<file path="src/rtl/gpio_pkg.sv">
// Shared constants and helpers for the GPIO event conditioner.
package gpio_pkg;

    localparam int unsigned MODE_W = 2;

    typedef logic [MODE_W-1:0] edge_mode_t;

    localparam edge_mode_t EDGE_OFF  = 2'b00;
    localparam edge_mode_t EDGE_RISE = 2'b01;
    localparam edge_mode_t EDGE_FALL = 2'b10;
    localparam edge_mode_t EDGE_BOTH = 2'b11;

    // True when an accepted transition to new_level is a qualifying edge for mode.
    function automatic logic edge_allowed(input edge_mode_t mode, input logic new_level);
        if (new_level) begin
            return (mode == EDGE_RISE) || (mode == EDGE_BOTH);
        end
        return (mode == EDGE_FALL) || (mode == EDGE_BOTH);
    endfunction

endpackage

</file>
<file path="src/rtl/gpio_event_unit_if.sv">
// Control/status bundle between the pin conditioner and its host.
interface gpio_event_unit_if #(
    parameter int unsigned NUM_CH     = 4,
    parameter int unsigned DEBOUNCE_W = 8
);
    logic                    ena;
    logic [NUM_CH-1:0]       gpio_in;
    logic [2*NUM_CH-1:0]     edge_mode;
    logic [DEBOUNCE_W-1:0]   debounce_limit;
    logic [NUM_CH-1:0]       event_clr;
    logic [NUM_CH-1:0]       gpio_level;
    logic [NUM_CH-1:0]       gpio_event;
    logic [NUM_CH-1:0]       event_pending;
    logic                    irq;

    modport master (
        output ena, gpio_in, edge_mode, debounce_limit, event_clr,
        input  gpio_level, gpio_event, event_pending, irq
    );

    modport slave (
        input  ena, gpio_in, edge_mode, debounce_limit, event_clr,
        output gpio_level, gpio_event, event_pending, irq
    );
endinterface

</file>
<file path="src/rtl/gpio_channel.sv">
// One GPIO channel: synchroniser, debounce counter, level, edge event and pending flag.
module gpio_channel
    import gpio_pkg::*;
#(
    parameter int unsigned SYNC_STAGES = 2,
    parameter int unsigned DEBOUNCE_W  = 8
) (
    input  logic                  clk,
    input  logic                  rst,
    input  logic                  ena,
    input  logic                  pin,
    input  edge_mode_t            mode,
    input  logic [DEBOUNCE_W-1:0] limit,
    input  logic                  clr,
    output logic                  level,
    output logic                  evt,
    output logic                  pending
);

    logic [SYNC_STAGES-1:0] sync_q;
    logic                   sync_out;
    logic                   deb_in_q;
    logic [DEBOUNCE_W-1:0]  cnt_q;

    assign sync_out = sync_q[SYNC_STAGES-1];

    // Synchroniser chain plus the registered sample the debouncer compares against.
    always_ff @(posedge clk or posedge rst) begin
        if (rst) begin
            sync_q   <= '0;
            deb_in_q <= 1'b0;
        end else if (ena) begin
            sync_q   <= {sync_q[SYNC_STAGES-2:0], pin};
            deb_in_q <= sync_out;
        end
    end

    // Debounce: accept a new level once it has differed for limit+1 enabled cycles.
    // The >= compare lets a lowered limit take effect on a count already past it.
    always_ff @(posedge clk or posedge rst) begin
        if (rst) begin
            cnt_q <= '0;
            level <= 1'b0;
            evt   <= 1'b0;
        end else begin
            evt <= 1'b0;
            if (ena) begin
                if (deb_in_q == level) begin
                    cnt_q <= '0;
                end else if (cnt_q >= limit) begin
                    level <= deb_in_q;
                    cnt_q <= '0;
                    evt   <= edge_allowed(mode, deb_in_q);
                end else begin
                    cnt_q <= cnt_q + DEBOUNCE_W'(1);
                end
            end
        end
    end

    // Sticky pending flag; a new event beats a simultaneous clear.
    always_ff @(posedge clk or posedge rst) begin
        if (rst) begin
            pending <= 1'b0;
        end else if (evt) begin
            pending <= 1'b1;
        end else if (clr) begin
            pending <= 1'b0;
        end
    end

endmodule

</file>
<file path="src/rtl/gpio_event_unit.sv">
// Multi-channel GPIO input conditioner with per-channel edge events and a shared irq.
module gpio_event_unit
    import gpio_pkg::*;
#(
    parameter int unsigned NUM_CH      = 4,
    parameter int unsigned SYNC_STAGES = 2,
    parameter int unsigned DEBOUNCE_W  = 8
) (
    input  logic               clk,
    input  logic               rst,
    gpio_event_unit_if.slave   bus
);

    logic [NUM_CH-1:0] level;
    logic [NUM_CH-1:0] evt;
    logic [NUM_CH-1:0] pend;
    logic              irq_q;

    // One conditioner per pin, each with its own mode slice and clear bit.
    for (genvar i = 0; i < int'(NUM_CH); i++) begin : g_ch
        gpio_channel #(
            .SYNC_STAGES (SYNC_STAGES),
            .DEBOUNCE_W  (DEBOUNCE_W)
        ) u_ch (
            .clk     (clk),
            .rst     (rst),
            .ena     (bus.ena),
            .pin     (bus.gpio_in[i]),
            .mode    (bus.edge_mode[MODE_W*i +: MODE_W]),
            .limit   (bus.debounce_limit),
            .clr     (bus.event_clr[i]),
            .level   (level[i]),
            .evt     (evt[i]),
            .pending (pend[i])
        );
    end

    // Interrupt is the registered OR of all pending flags.
    always_ff @(posedge clk or posedge rst) begin
        if (rst) begin
            irq_q <= 1'b0;
        end else begin
            irq_q <= |pend;
        end
    end

    assign bus.gpio_level    = level;
    assign bus.gpio_event    = evt;
    assign bus.event_pending = pend;
    assign bus.irq           = irq_q;

endmodule

</file>
<file path="src/flat_wrapper.sv">
// flat-port wrapper written by rule: the top's interface ports become plain ports
module gpio_event_unit_flat import gpio_pkg::*;
#(
    parameter int unsigned NUM_CH      = 4,
    parameter int unsigned SYNC_STAGES = 2,
    parameter int unsigned DEBOUNCE_W  = 8
)
  (clk, rst, bus_ena, bus_gpio_in, bus_edge_mode, bus_debounce_limit, bus_event_clr, bus_gpio_level, bus_gpio_event, bus_event_pending, bus_irq);
  gpio_event_unit_if #(.NUM_CH(NUM_CH), .DEBOUNCE_W(DEBOUNCE_W)) bus_i ();
  input  logic clk;
  input  logic rst;
  input wire logic [$bits(bus_i.ena)-1:0] bus_ena;
  input wire logic [$bits(bus_i.gpio_in)-1:0] bus_gpio_in;
  input wire logic [$bits(bus_i.edge_mode)-1:0] bus_edge_mode;
  input wire logic [$bits(bus_i.debounce_limit)-1:0] bus_debounce_limit;
  input wire logic [$bits(bus_i.event_clr)-1:0] bus_event_clr;
  output wire logic [$bits(bus_i.gpio_level)-1:0] bus_gpio_level;
  output wire logic [$bits(bus_i.gpio_event)-1:0] bus_gpio_event;
  output wire logic [$bits(bus_i.event_pending)-1:0] bus_event_pending;
  output wire logic [$bits(bus_i.irq)-1:0] bus_irq;
  assign bus_i.ena = bus_ena;
  assign bus_i.gpio_in = bus_gpio_in;
  assign bus_i.edge_mode = bus_edge_mode;
  assign bus_i.debounce_limit = bus_debounce_limit;
  assign bus_i.event_clr = bus_event_clr;
  assign bus_gpio_level = bus_i.gpio_level;
  assign bus_gpio_event = bus_i.gpio_event;
  assign bus_event_pending = bus_i.event_pending;
  assign bus_irq = bus_i.irq;
  gpio_event_unit #(.NUM_CH(NUM_CH), .SYNC_STAGES(SYNC_STAGES), .DEBOUNCE_W(DEBOUNCE_W)) u_core (.clk(clk), .rst(rst), .bus(bus_i));
endmodule
</file>
<file path="config.mk">
export PLATFORM = sky130hd
export DESIGN_NAME = gpio_event_unit_flat
export DESIGN_NICKNAME = d
export VERILOG_FILES = /design/src/rtl/gpio_pkg.sv /design/src/rtl/gpio_event_unit_if.sv /design/src/rtl/gpio_channel.sv /design/src/rtl/gpio_event_unit.sv /design/src/flat_wrapper.sv
export SDC_FILE = /design/constraint.sdc
export NUM_CORES = 1
export LEC_CHECK = 0
export BUFFER_PORTS_ARGS = -buffer_cell sky130_fd_sc_hd__buf_2
export CELL_PAD_IN_SITES_DETAIL_PLACEMENT = 2
export CELL_PAD_IN_SITES_GLOBAL_PLACEMENT = 2
export CORE_ASPECT_RATIO = 1.4
export CORE_UTILIZATION = 40
export CTS_BUF_LIST = sky130_fd_sc_hd__clkbuf_2 sky130_fd_sc_hd__clkbuf_4 sky130_fd_sc_hd__clkbuf_8
export DETAILED_ROUTE_END_ITERATION = 8
export PLACE_DENSITY_LB_ADDON = 0.2
export SLEW_MARGIN = 25
export SYNTH_ARGS = -nofsm -noshare
export SYNTH_HDL_FRONTEND = slang
export SYNTH_HIERARCHICAL = 1
export SYNTH_SLANG_ARGS = --single-unit
</file>
<file path="constraint.sdc">
create_clock -name clk -period 2.4 [get_ports clk]
set_input_delay 0.36 -clock clk [delete_from_list [all_inputs] [get_ports clk]]
set_output_delay 0.36 -clock clk [all_outputs]
set_load 0.03 [all_outputs]
</file>
## Word-level counts from Yosys, hierarchy flattened

Cells that the tools add are included.

| word-level totals | value |
|---|---|
| logic and storage cells | 122 |
| register bits after elaboration | 57 |

| cells by class | value |
|---|---|
| mux-type cells | 52 |
| bitwise gates (word level) | 4 |
| add/subtract/negate cells | 4 |
| reductions and logical operators | 17 |
| magnitude comparators | 4 |
| equality and inequality tests | 16 |

Operator list:

| kind | count |
|---|---|
| $mux W8 | 8 |
| $mux W1 | 44 |
| $add A8 B1 Y8 const B | 4 |
| $ge A8 B8 Y1 | 4 |
| $eq A2 B2 Y1 const B | 8 |
| $reduce_and A3 Y1 | 4 |
| $eq A2 B1 Y1 const B | 4 |
| $logic_or A1 B1 Y1 | 8 |
| $reduce_bool A2 Y1 | 4 |
| $eq A1 B1 Y1 | 4 |
| $not A1 Y1 | 4 |
| $reduce_or A4 Y1 | 1 |

## Longest topological paths before layout

| depth | value |
|---|---|
| word-level depth | 8 |
| mapped depth | 7 |
| gate-level depth less buffers | 7 |

## Modules after synthesis

The synthesis kept the hierarchy.

Modules (own cells, without submodules):

| module | seq. area each (um2) | cells each | area each (um2) | times used |
|---|---|---|---|---|
| gpio_channel | 350.3 | 84 | 909.6 | 4 |
| gpio_event_unit | 25.0 | 3 | 36.3 | 1 |

## Worst setup path before layout

Ideal clock, no wire load.

| timing | value |
|---|---|
| path kind | register to register |
| from | register u_core.g_ch[0].u_ch.cnt_q[0] |
| to | register u_core.g_ch[0].u_ch.cnt_q[3] |
| setup time | 0.086 ns |
| arrival time | 1.589 ns |
| cell stages (with the launch flop) | 8 |
| period minus slack after synthesis | 1.675 ns |
| required time | 2.314 ns |
| path slack | 0.725 ns |
| path through | dfrtp_1 -> inv_1 -> ha_1 -> nand2b_4 -> a2111oi_4 -> o21a_4 -> nand2_4 -> o221ai_2 |

| between the ends | value |
|---|---|
| cells in the longest elaborated chain, start to end | 3 |

Ends and longest elaborated chain:

| what | RTL line | source |
|---|---|---|
| start: declaration | gpio_channel.sv:23 | `logic [DEBOUNCE_W-1:0] cnt_q;` |
| start signal: assignment | gpio_channel.sv:55 | `cnt_q <= cnt_q + DEBOUNCE_W'(1);` |
| $add A8 B1 Y8 or $ge A8 B8 Y1 (tied branches) | gpio_channel.sv:55, gpio_channel.sv:50 |  |
| $mux W8 * | gpio_channel.sv:50 | `end else if (cnt_q >= limit) begin` |
| $mux W8 * | gpio_channel.sv:48 | `if (deb_in_q == level) begin` |

Every way passes the cells marked *; elsewhere a longest branch is shown, timed or not.
A chain may end at the register's enable or synchronous reset.

## Final worst setup path

| timing | value |
|---|---|
| from | register u_core.g_ch[0].u_ch.cnt_q[0] |
| to | register u_core.g_ch[0].u_ch.cnt_q[4] |

The elaborated chain is that of the path after synthesis.

==> metrics.txt <==
Slew headroom=59.1%; DR WL/cell=18.8 µm; Synthesis Warnings=6; min cycle time layout=1.88 ns; final net count=451; HPWL after detailed placement=7230 µm; Core Area=8980 µm²; gr usage total=21.2%; DR DRC count=0; post-synthesis cell area=3670 µm²; number of antenna diodes=0; Setup Crit Path Kind=register to register; unrepaired setup endpoints after global routing=false; Yosys top cell area share=38.8%; clock power share=29.9%; Initial DRT Pass Iterations=3; port buffer count=39; antenna violations before repair=0; PostCTS Resize Cnt=0; via count=2,730; CP startpoint kind=register; placed cells=483; Combinational Power Share=26.6%; Worst-Skew Late Latency=0.34 ns; Iter 0 DRT Violations=93; largest net degree at the start of global routing=20; Cell variety after synth=33; Setup WS pre-CTS=0.429 ns; Sw Ratio=32.0%; I/O pin total=40; Avg Cell Area, Syn=10.8 µm²; fin. max-slew vios=0; Hold Vio Cnt, Final=0; Fin Clk Skew=0.00621 ns; Leak Pwr=2.17 nW; CTS tree=built; Synth Instances=339; Least-Margin Pin Slew=0.613 ns; synth top area cells=dfrtp_1 39%, ha_1 12%, inv_1 5.4%; period utilisation layout=78.4%; Setup TNS Final=0 ns; Routed Antenna Nets=0; Post-Layout Cell Count=497; vias in the first global route=3,054; class of the worst hold path=input port to register; clock tree buffer depth=2; Power Dens Cells=662 nW/µm²; NetSw=0.879 mW; full die area=9580 µm²; CP bufs+invs=1; Flop pwr share=43.5%; status=finished clean; Std-Cell Rows=41; effective utilization at floorplan=40.9%; most common library cell in the layout ignoring fill and taps=dfrtp_1; first-pass GRT wire length=15,500 µm; max_cap viols=0; total grt overflow=0; Required @ worst endpoint=2.66 ns; Final setup violation count=0; crit path cell chain=inv_1, ha_1, nand2b_4, a2111oi_4, o21a_4, nand2_4, o22ai_1; CTS buffer count=9; final worst slack=0.519 ns; CTS H-tree lvls=3; CTS root buffer=clkbuf_8; most frequent cells in the layout=57 x dfrtp_1, 53 x inv_1, 39 x buf_2, 36 x ha_1, 16 x nand2_1; slowest cell on the critical path=dfrtp_1; VDD IR max=0.326 mV; sequential element share of the synthesized area=38.8%; post-synth net total=402; Crit Path Max Fanout=8; DR vias/cell=5.49; Die Y=115 µm; dominant cell type by area after synthesis=dfrtp_1; crit-path leading delay family=compound AO/OA/AOI/OAI gates; Die Wd=83.0 µm; Synth Register Bits=57; achievable clock frequency=532 MHz; Area Overhead vs Synth=13.1%; Placer Congestion=0.769; fraction of layout cells with a size suffix above 1=25.1%; clock sink count=57; Max stage delay on crit path=0.41 ns; crit path DAT=2.14 ns; Tot Pwr=2.75 mW; Worst Setup End Kind=register; internal power=1.87 mW; Reg clk slew, reported paths=0.06 ns; final WL=9330 µm
[timing repair]
item,in CTS,in global routing
hold buffers,1,0
endpoints found under the hold margin,1,0
buffers inserted,0,0
endpoints found under the setup margin,0,0
[synth_stat cells]
cell type / n
inv_1: 53
xor2_1: 8
mux2_2: 12
nand3_2: 4
o21a_4: 4
nor2b_1: 4
nor3b_1: 4
nor3_1: 4
o211ai_1: 8
nand2_1: 16
o22ai_1: 4
a2111oi_4: 4
mux2i_1: 8
nand2_4: 4
o2bb2ai_1: 8
nor2_1: 8
o21a_1: 4
a221oi_2: 4
o221ai_2: 4
inv_2: 4
o21ai_0: 12
nand2b_4: 4
a32o_1: 8
and2_1: 4
dfrtp_1: 57
and3_1: 8
buf_6: 4
xnor2_1: 8
ha_1: 36
nand3b_1: 4
or4_1: 5
nand3_1: 12
a21o_1: 8
[registers in the layout (all words and copies together) (netlist names)]
register,cells
u_core/g_ch.u_ch/level,4
u_core/g_ch.u_ch/deb_in_q,4
u_core/g_ch.u_ch/sync_q,8
u_core/g_ch.u_ch/pending,4
u_core/bus.irq,1
u_core/g_ch.u_ch/cnt_q,32
u_core/g_ch.u_ch/evt,4
[power by group through the flow]
stage                     Sequential (mW)  Combinational, mW  Clock (mW)
final                                1.20              0.731       0.823
after global routing                 1.21              0.811       0.883
after CTS                            1.20              0.747       0.856
after detailed placement             1.21              0.738           0
after global placement               1.21              0.696           0
after floorplan                      1.20              0.550           0
[layer usage]
| metal | global-route usage, % | wire length [µm] | vias to the layer above |
|---|---|---|---|
| li1 | - | - | 1298 |
| met1 | 23.4 | 3900 | 1385 |
| met2 | 40.1 | 5060 | 34 |
| met3 | 3.85 | 210 | 13 |
| met4 | 8.74 | 158 | 0 |
| met5 | 0 | 0 | - |
[cell type report]
type	instances	area [µm²]
Sequential cell	57	1430
Multi-Input combinational cell	221	1990
Fill cell	944	4820
Timing Repair Buffer	42	220
Tap cell	107	134
Clock buffer	13	173
Inverter	57	214
[logic make-up after synthesis]
group | synth area share, %
AO/OA/AOI/OAI | 18.4
XOR/XNOR | 3.81
adder cells (fa/ha/maj) | 12.3
buffers and inverters | 7.05
flip-flops | 38.8
multiplexers | 5.86
AND/OR/NAND/NOR | 13.8
[per-stage QoR]
step | area (µm²) | util [%] | hold WS [ns]
finish | 4160 | 46.3 | 0.249
global route | 4160 | 46.3 | 0.240
CTS | 4160 | 46.3 | 0.227
detailed placement | 3970 | 44.3 | 0.263
global placement | 3970 | 44.3 | 0.257
floorplan | 3670 | - | 0.0887
[worst paths after layout]
check,from,to,slack [ns],cells past startpoint
setup reg to reg,u_core/g_ch[0].u_ch/cnt_q[0],u_core/g_ch[0].u_ch/cnt_q[4],0.52,7
setup / recovery,u_core/g_ch[0].u_ch/cnt_q[0],u_core/g_ch[0].u_ch/cnt_q[4],0.52,7
min in group asynchronous,rst,u_core/bus.irq,0.47,3
max in group asynchronous,rst,u_core/g_ch[1].u_ch/pending,1.29,3
hold reg to reg,u_core/g_ch[2].u_ch/evt,u_core/g_ch[2].u_ch/pending,0.46,1
hold / removal,bus_gpio_in[2],u_core/g_ch[2].u_ch/sync_q[0],0.25,2
Note: power is estimated with default switching activity, not from simulation.
